--- src/rtl/nonce_tx_arbiter.sv ---
// Round-robin capture of golden nonces from hashing cores into a FIFO,
// drained one word at a time to a serial transmitter with busy handshake.
module nonce_tx_arbiter #(
   parameter int NUM_CORES  = 4,
   parameter int FIFO_DEPTH = 8
) (
   input  logic                        clk,
   input  logic                        rst,
   input  logic [NUM_CORES-1:0]        core_valid,
   input  logic [32*NUM_CORES-1:0]     core_nonce,
   output logic [NUM_CORES-1:0]        core_ack,
   input  logic                        new_work,
   output logic [31:0]                 tx_word,
   output logic                        tx_send,
   input  logic                        tx_busy,
   output logic [$clog2(FIFO_DEPTH):0] fifo_count,
   output logic                        tx_error
);

   localparam int CIW = $clog2(NUM_CORES);
   localparam int IW  = $clog2(FIFO_DEPTH);
   localparam int CW  = IW + 1;

   localparam logic [1:0] S_IDLE    = 2'd0;
   localparam logic [1:0] S_SEND    = 2'd1;
   localparam logic [1:0] S_WAIT_HI = 2'd2;
   localparam logic [1:0] S_WAIT_LO = 2'd3;

   logic [31:0]    nonce_a [NUM_CORES];
   logic [31:0]    mem_q   [FIFO_DEPTH];
   logic [CIW-1:0] last_q, last_d;
   logic [CIW-1:0] gnt_idx;
   logic           gnt_vld;
   logic           can_grant;
   logic           push, pop;
   logic [IW-1:0]  wr_q, wr_d;
   logic [IW-1:0]  rd_q, rd_d;
   logic [CW-1:0]  count_q, count_d;
   logic [1:0]     state_q, state_d;
   logic [1:0]     tmo_q, tmo_d;
   logic [31:0]    word_q, word_d;
   logic           send_q, send_d;
   logic           err_q, err_d;

   for (genvar g = 0; g < NUM_CORES; g++) begin : g_split
      assign nonce_a[g] = core_nonce[32*g +: 32];
   end

   // Grants look at the count from the start of the cycle, so a full
   // FIFO stalls cores even if a pop happens on the same edge.
   assign can_grant = !rst && !new_work &&
                      (count_q < CW'(FIFO_DEPTH));

   always_comb begin
      gnt_vld = 1'b0;
      gnt_idx = '0;
      for (int k = 1; k <= NUM_CORES; k++) begin
         if (can_grant && !gnt_vld &&
             core_valid[CIW'((int'(last_q) + k) % NUM_CORES)]) begin
            gnt_vld = 1'b1;
            gnt_idx = CIW'((int'(last_q) + k) % NUM_CORES);
         end
      end
   end

   always_comb begin
      core_ack = '0;
      if (gnt_vld) core_ack[gnt_idx] = 1'b1;
   end

   assign push   = gnt_vld;
   assign last_d = gnt_vld ? gnt_idx : last_q;
   assign pop    = (state_q == S_IDLE) && (count_q != '0) &&
                   !tx_busy && !new_work;

   always_comb begin
      wr_d    = wr_q;
      rd_d    = rd_q;
      count_d = count_q;
      if (new_work) begin
         wr_d    = '0;
         rd_d    = '0;
         count_d = '0;
      end else begin
         if (push) wr_d = wr_q + 1'b1;
         if (pop)  rd_d = rd_q + 1'b1;
         count_d = count_q + CW'(push) - CW'(pop);
      end
   end

   always_comb begin
      state_d = state_q;
      tmo_d   = tmo_q;
      word_d  = word_q;
      err_d   = err_q;
      send_d  = 1'b0;
      unique case (state_q)
         S_IDLE: begin
            if (pop) begin
               word_d  = mem_q[rd_q];
               send_d  = 1'b1;
               state_d = S_SEND;
            end
         end
         S_SEND: begin
            tmo_d   = '0;
            state_d = S_WAIT_HI;
         end
         S_WAIT_HI: begin
            if (tx_busy) begin
               state_d = S_WAIT_LO;
            end else if (tmo_q == 2'd3) begin
               err_d   = 1'b1;
               state_d = S_IDLE;
            end else begin
               tmo_d = tmo_q + 2'd1;
            end
         end
         S_WAIT_LO: begin
            if (!tx_busy) state_d = S_IDLE;
         end
         default: state_d = S_IDLE;
      endcase
   end

   always_ff @(posedge clk) begin
      if (push) mem_q[wr_q] <= nonce_a[gnt_idx];
   end

   // Pointer reset to the last core so core 0 wins the first search.
   always_ff @(posedge clk or posedge rst) begin
      if (rst) begin
         last_q  <= CIW'(NUM_CORES - 1);
         wr_q    <= '0;
         rd_q    <= '0;
         count_q <= '0;
         state_q <= S_IDLE;
         tmo_q   <= '0;
         word_q  <= '0;
         send_q  <= 1'b0;
         err_q   <= 1'b0;
      end else begin
         last_q  <= last_d;
         wr_q    <= wr_d;
         rd_q    <= rd_d;
         count_q <= count_d;
         state_q <= state_d;
         tmo_q   <= tmo_d;
         word_q  <= word_d;
         send_q  <= send_d;
         err_q   <= err_d;
      end
   end

   assign tx_word    = word_q;
   assign tx_send    = send_q;
   assign tx_error   = err_q;
   assign fifo_count = count_q;

endmodule

--- config.mk ---
export PLATFORM = sky130hd
export DESIGN_NAME = nonce_tx_arbiter
export DESIGN_NICKNAME = d
export VERILOG_FILES = /design/src/rtl/nonce_tx_arbiter.sv
export SDC_FILE = /design/constraint.sdc
export NUM_CORES = 1
export LEC_CHECK = 0
export ABC_AREA = 1
export BUFFER_PORTS_ARGS = -buffer_cell sky130_fd_sc_hd__buf_2
export CAP_MARGIN = 20
export CORE_AREA = 2 2 171 173
export CTS_BUF_LIST = sky130_fd_sc_hd__clkbuf_4
export DETAILED_ROUTE_END_ITERATION = 10
export DIE_AREA = 0 0 173 175
export PLACE_DENSITY = 0.69
export SYNTH_ARGS = -nofsm -noshare
export SYNTH_HDL_FRONTEND = slang
export SYNTH_SLANG_ARGS = --single-unit
--- constraint.sdc ---
create_clock -name clk -period 3.9 [get_ports clk]
set_input_delay 1.17 -clock clk [delete_from_list [all_inputs] [get_ports clk]]
set_output_delay 1.17 -clock clk [all_outputs]
set_load 0.005 [all_outputs]
; Word-level counts from Yosys, hierarchy flattened
; Memory sizes are Yosys's and may differ from the RTL's. A register that Yosys moved wholly into a read port is not among the register bits.
; Cells that the tools add are included.
[word_totals]
register_bits = 18
ram_bits = 256
in_bits = 136
output_inout_bits = 42
wordCells = 108
n_memories = 1
[memory_table]
columns = name, words, width, rd, rd_clocked_by_memory_dff, wr, line
row1 = mem_q, 8, 32, 1, 1, 1, 30  ; logic [31:0] mem_q [FIFO_DEPTH];
[op_classes]
add_sub_neg = 9
n_lt_le_gt_ge = 8
eq_ne = 9
muxes = 43
bitwise = 2
n_reduce_logical = 28
[op_table]
columns = operator, n
row1 = $bmux W32 S2, 1
row2 = $mux W32, 2
row3 = $mux W2, 10
row4 = $mux W1, 17
row5 = $lt A2 B4 Y1 const B, 4
row6 = $logic_and A1 B1 Y1, 13
row7 = $mux W3, 4
row8 = $reduce_and A3 Y1, 3
row9 = $bmux W1 S2, 4
row10 = $mux W4, 2
row11 = $ne A2 B2 Y1 const B, 4
row12 = $pmux W2 S4, 1
row13 = $add A2 B1 Y2 const B, 3
row14 = $add A3 B1 Y3 const B, 2
row15 = $eq A2 B2 Y1 const B, 3
row16 = $logic_not A1 Y1, 6
row17 = $reduce_bool A2 Y1, 3
row18 = $add A2 B2 Y2 const B, 2
row19 = $add A4 B1 Y4, 1
row20 = $lt A4 B4 Y1 const B, 1
row21 = $pmux W2 S2, 1
row22 = $reduce_bool A4 Y1, 1
row23 = $sub A4 B1 Y4, 1
row24 = $ge A3 B3 Y1 const B, 1
row25 = 9 further kinds, 9

; Depth between registers and ports, before layout
[logic_depth]
ltp_word = 23
ltp_mapped = 16

; Least setup slack after synthesis
; OpenSTA, ideal clock, no wires.
[synth_path]
kind = input-to-output
start = in new_work
end = out core_ack[1]
t_arrival_ns = 2.522
required_time_ns = 2.730
slack_ns = 0.208
cell_stages = 9
n_path_buf = 2
path_cell_list = buf_4 > nor3_4 > nand4_2 > nand2_2 > nand2_4 > nand2_4 > buf_2 > inv_1 > nor2_1
[synth_via]
elab_chain_len = 22
word_cells_on_any_way = 27
[synth_rtl]
columns = item, line
row1 = from (decl), 12  ; input logic new_work,
row2 = $logic_not A1 Y1 (*), 51  ; assign can_grant = !rst && !new_work &&
row3 = $logic_and A1 B1 Y1 (*) (2 in series), 51
row4 = $logic_and A1 B1 Y1, 58  ; if (can_grant && !gnt_vld &&
row5 = $mux W1, 58
row6 = $logic_not A1 Y1, 58
row7 = $logic_and A1 B1 Y1 (2 in series), 58
row8 = $mux W1, 58
row9 = $logic_not A1 Y1, 58
row10 = (+3 left out), --
row11 = $logic_not A1 Y1, 58
row12 = $logic_and A1 B1 Y1 (2 in series), 58
row13 = $mux W2, 58
row14 = $lt A2 B3 Y1 (not written as such) or $ge A2 B1 Y1 (tied branches), 68  ; if (gnt_vld) core_ack[gnt_idx] = 1'b1;
row15 = $logic_and A1 B1 Y1 (not written as such), 68
row16 = $mux W1 (not written as such), 68
row17 = $demux W1 S2, 68
row18 = $mux W4 (*), 68
row19 = to (decl), 11  ; output logic [NUM_CORES-1:0] core_ack,
; Mark *: on every way between the ends. The rest lies on a longest branch, timed or not.

; Worst setup path after layout
[layout_path]
start = reg last_q[0]
end = out core_ack[3]
[layout_via]
elab_chain_len = 23
word_cells_on_any_way = 40
[layout_rtl]
columns = item, line
row1 = from (decl), 31  ; logic [CIW-1:0] last_q, last_d;
row2 = from (signal assigned), 133  ; last_q <= CIW'(NUM_CORES - 1);
row3 = from (signal assigned), 143  ; last_q <= last_d;
row4 = $add A2 B1 Y2, "59, 61"
row5 = $bmux W1 S2, 59  ; core_valid[CIW'((int'(last_q) + k) % NUM_CORES)]) begin
row6 = $mux W1 (not written as such) (2 in series), 59
row7 = $logic_and A1 B1 Y1, 58
row8 = $mux W1, 58
row9 = $logic_not A1 Y1, 58
row10 = $logic_and A1 B1 Y1 (2 in series), 58
row11 = $mux W1, 58
row12 = (+4 left out), --
row13 = $logic_not A1 Y1, 58
row14 = $logic_and A1 B1 Y1 (2 in series), 58
row15 = $mux W2, 58
row16 = $lt A2 B3 Y1 (not written as such) or $ge A2 B1 Y1 (tied branches), 68
row17 = $logic_and A1 B1 Y1 (not written as such), 68
row18 = $mux W1 (not written as such), 68
row19 = $demux W1 S2, 68
row20 = $mux W4 (*), 68
; Mark *: on every way between the ends. The rest lies on a longest branch, timed or not. The select of a mux whose other input is x is not followed.

==> metrics <==
run status=finished clean; final clock period utilization by the worst path=98.7%; dpl ws=0.175 ns; fraction of met2 tracks used by global routing=38.5%; core region area=28400 um^2; Crit path arrival time=approximately 2.7 ns; number of input and output port buffers inserted=177; Critical Path, Cell by Cell=clkinvlp_4, nand2_2, nand2_2, nand2_2, nand2_2, o21ai_4, nand4_1, nand2_4, nand2_2, inv_2, buf_2; number of vias after detailed routing=10538; met3 usage=4.37%; clock transition at the registers of the reported paths=0.06 ns; ratio of cells with drive above 1 in the final layout=just under 30%; DRC Markers=0; maximum operating frequency=260 MHz; Clock Latency Late Sink=0.68 ns; max-cap violation count=0; worst r2r path cells=14; via count normalized by instance count=5.44; non-filler instance count after layout=approximately 1900; Clock Tree Root=sky130_fd_sc_hd__clkbuf_4; cts hold-fix bufs=0; worst min-delay path class=flip-flop to flip-flop; leading cell type in the layout, fill and taps excluded=sky130_fd_sc_hd__nand2_1; synthesized netlist net count=around 1400; maximum buffer depth of the clock tree=3; cell with the biggest individual delay on the critical path=sky130_fd_sc_hd__dfstp_4; I/O pin cnt=roughly 180; via count of the first global-routing pass=10409; global-route wire length before repair=about 55000 um; total global-route track usage=between 20 and 25%; largest driver fanout on the critical path=8; half-perimeter wire length after placement=~22000 um; Final Hold Violating Endpoints=0; final setup violating endpoints=0; final worst clock skew=0.0256 ns; crit path launch=last_q[0]; number of H-tree levels=3; reg2reg end=mem_q[1][14]; Static Leakage=6.89 nW; unrepaired setup endpoints after global routing=yes; count of routing violations after the opening detailed-route iteration=roughly 690; Post-Synthesis Cells=1277; nature of the critical path endpoint=output pin; critical path data required time=2.73 ns; Sink Count=just over 300; residual overflow from global routing=0; critical path capture point=core_ack[3]; antenna violations before repair=2; Slew headroom=34.8%; net total in the final layout=1641; placed cell count=1792; final critical path time including I/O delays and setup=3.85 ns; Initial Util=49.1%; Setup crit start kind=flip-flop; slack of the worst reg-to-reg path=0.54 ns; Critical Path Max Stage Delay=0.67 ns; final number of max-transition violations=0; Worst Path Class, Setup=flip-flop to output pin; Filler cells=2461; synthesis-stage register bit count=306; maximum number of pins on one net before global-route repair=79; Design Power=11.4 mW; number of buffers inserted during clock tree synthesis=72; Std-Cell Rows=62; number of different library cells in the post-synthesis netlist=42; Die Wd=173 um; CTS tree=done; Detailed Route WL=35500 um; IR drop worst, VDD=0.489 mV; slew at the pin closest to its max-slew limit=0.978 ns; worst setup margin=approximately 0.052 ns; synthesized cell area=roughly 14000 um^2; ratio of total power to cell area=699 nW/um^2; average footprint of a synthesized cell=10.9 um^2; drt wl/cell=18.3 um; Final Util=57.5%; Routability Congestion=0.920; leading cell types in the layout, fill and taps excluded=sky130_fd_sc_hd__nand2_1, sky130_fd_sc_hd__edfxtp_1, sky130_fd_sc_hd__buf_2, sky130_fd_sc_hd__nor2_1, sky130_fd_sc_hd__o21ai_0; Crit Reg-Reg Startpoint=last_q[0]; number of warning messages in the yosys log=0; Area growth, synth to finish=17.1%; Antenna Nets Post-Route=0; first-pass iteration count of the detailed router=5; floorplan die height=175 um; die area=between 30000 and 40000 um^2; fraction of the yosys area taken by sequential cells=between 60% and 70%; GR Util met1=30.0%; hold slack=0.473 ns; most common cell type on the critical path=sky130_fd_sc_hd__nand2_2; most crowded layer after global routing=met2
kinds of logic after synthesis:
| family | after synthesis | synth area share, % |
|---|---|---|
| and+or+nand+nor | 610 | 20.4 |
| DFF | 306 | 64.1 |
| AOI/OAI and AO/OA | 220 | 9.85 |
| buffers and inverters | 131 | 4.67 |
| adders and majority gates | 9 | 0.861 |
| xor gates and xnor gates | 1 | 0.0628 |
power by group:
group,leakage (nW),switching [mW],internal (mW)
clock,0.565,1.19,1.41
combinational,3.37,2.78,1.20
sequential,2.96,0.187,4.66
total,6.89,4.15,7.27
cells in the mapped netlist (all sizes together):
cell / n / area share [%]
a211oi: 1 / 0.054
a21o: 1 / 0.054
a21oi: 7 / 0.28
a31oi: 1 / 0.045
a41o: 1 / 0.072
buf: 33 / 2.0
clkbuf: 53 / 1.4
dfrtp: 48 / 8.6
dfstp: 2 / 0.38
edfxtp: 256 / 55
fa: 1 / 0.14
ha: 8 / 0.72
inv: 45 / 1.2
nand2: 329 / 9.1
nand3: 131 / 6.9
nand4: 3 / 0.29
nor2: 143 / 3.9
nor3: 4 / 0.22
o211ai: 5 / 0.27
o21a: 1 / 0.054
o21ai: 139 / 5.1
o221ai: 59 / 3.7
o22ai: 5 / 0.22
xnor2: 1 / 0.063
area by class of cell:
class	count	area (um^2)	area share, %
flip-flops and latches	306	8950	54.8
multi-input cells	841	4450	27.3
repair buffers	230	1330	8.16
clock buffers	109	818	5.01
well taps	384	480	2.94
inverters	45	173	1.06
clock inverters	20	130	0.796
diodes	1	2.50	0.0153
routing by layer:
metal  vias up  share of wire (%)
li1       4992                  -
met1      4983                 40
met2       494                 49
met3        69                8.2
met4         0                2.7
met5         -                  0
flip-flops by register name, indices dropped and copies added, names as in the netlist:
name and flops:
tx_send 1, wr_q 3, tx_error 1, tmo_q 2, rd_q 3, state_q 2
tx_word 32, fifo_count 4, last_q 2, mem_q 256
worst max-delay path, delay by kind of cell, from the launching register on:
family	cells	cell delay [ns]
simple gates	7	0.73
compound gates	1	0.22
flops	1	0.67
buf+inv	3	0.37
how the worst min path moves through the flow:
stage / to / cells after the start / start / slack (ns)
2_1_floorplan: tmo_q[0] / 1 / tmo_q[0] / 0.45
3_3_place_gp: tx_error / 1 / tx_error / 0.45
3_5_place_dp: tx_error / 1 / tx_error / 0.46
4_1_cts: tx_error / 1 / tx_error / 0.48
5_1_grt: tx_word[3] / 2 / tx_word[3] / 0.49
6_report: tx_word[13] / 2 / tx_word[13] / 0.47
what timing repair did:
| item | CTS | global route |
|---|---|---|
| gates resized for setup | 4 | 21 |
| pin swaps | 2 | 13 |
| cloned | 0 | 1 |
| setup buffers | 2 | 11 |
| endpoints found under the setup margin | 4 | 4 |
metrics by stage:
stage | TNS, ns | instance area [um^2]
2_1_floorplan | 0 | 13900
3_3_place_gp | 0 | 15200
3_5_place_dp | 0 | 15200
4_1_cts | 0 | 16200
5_1_grt | -0.220 | 16300
6_report | 0 | 16300
Note: power is estimated with default switching activity, not from simulation.
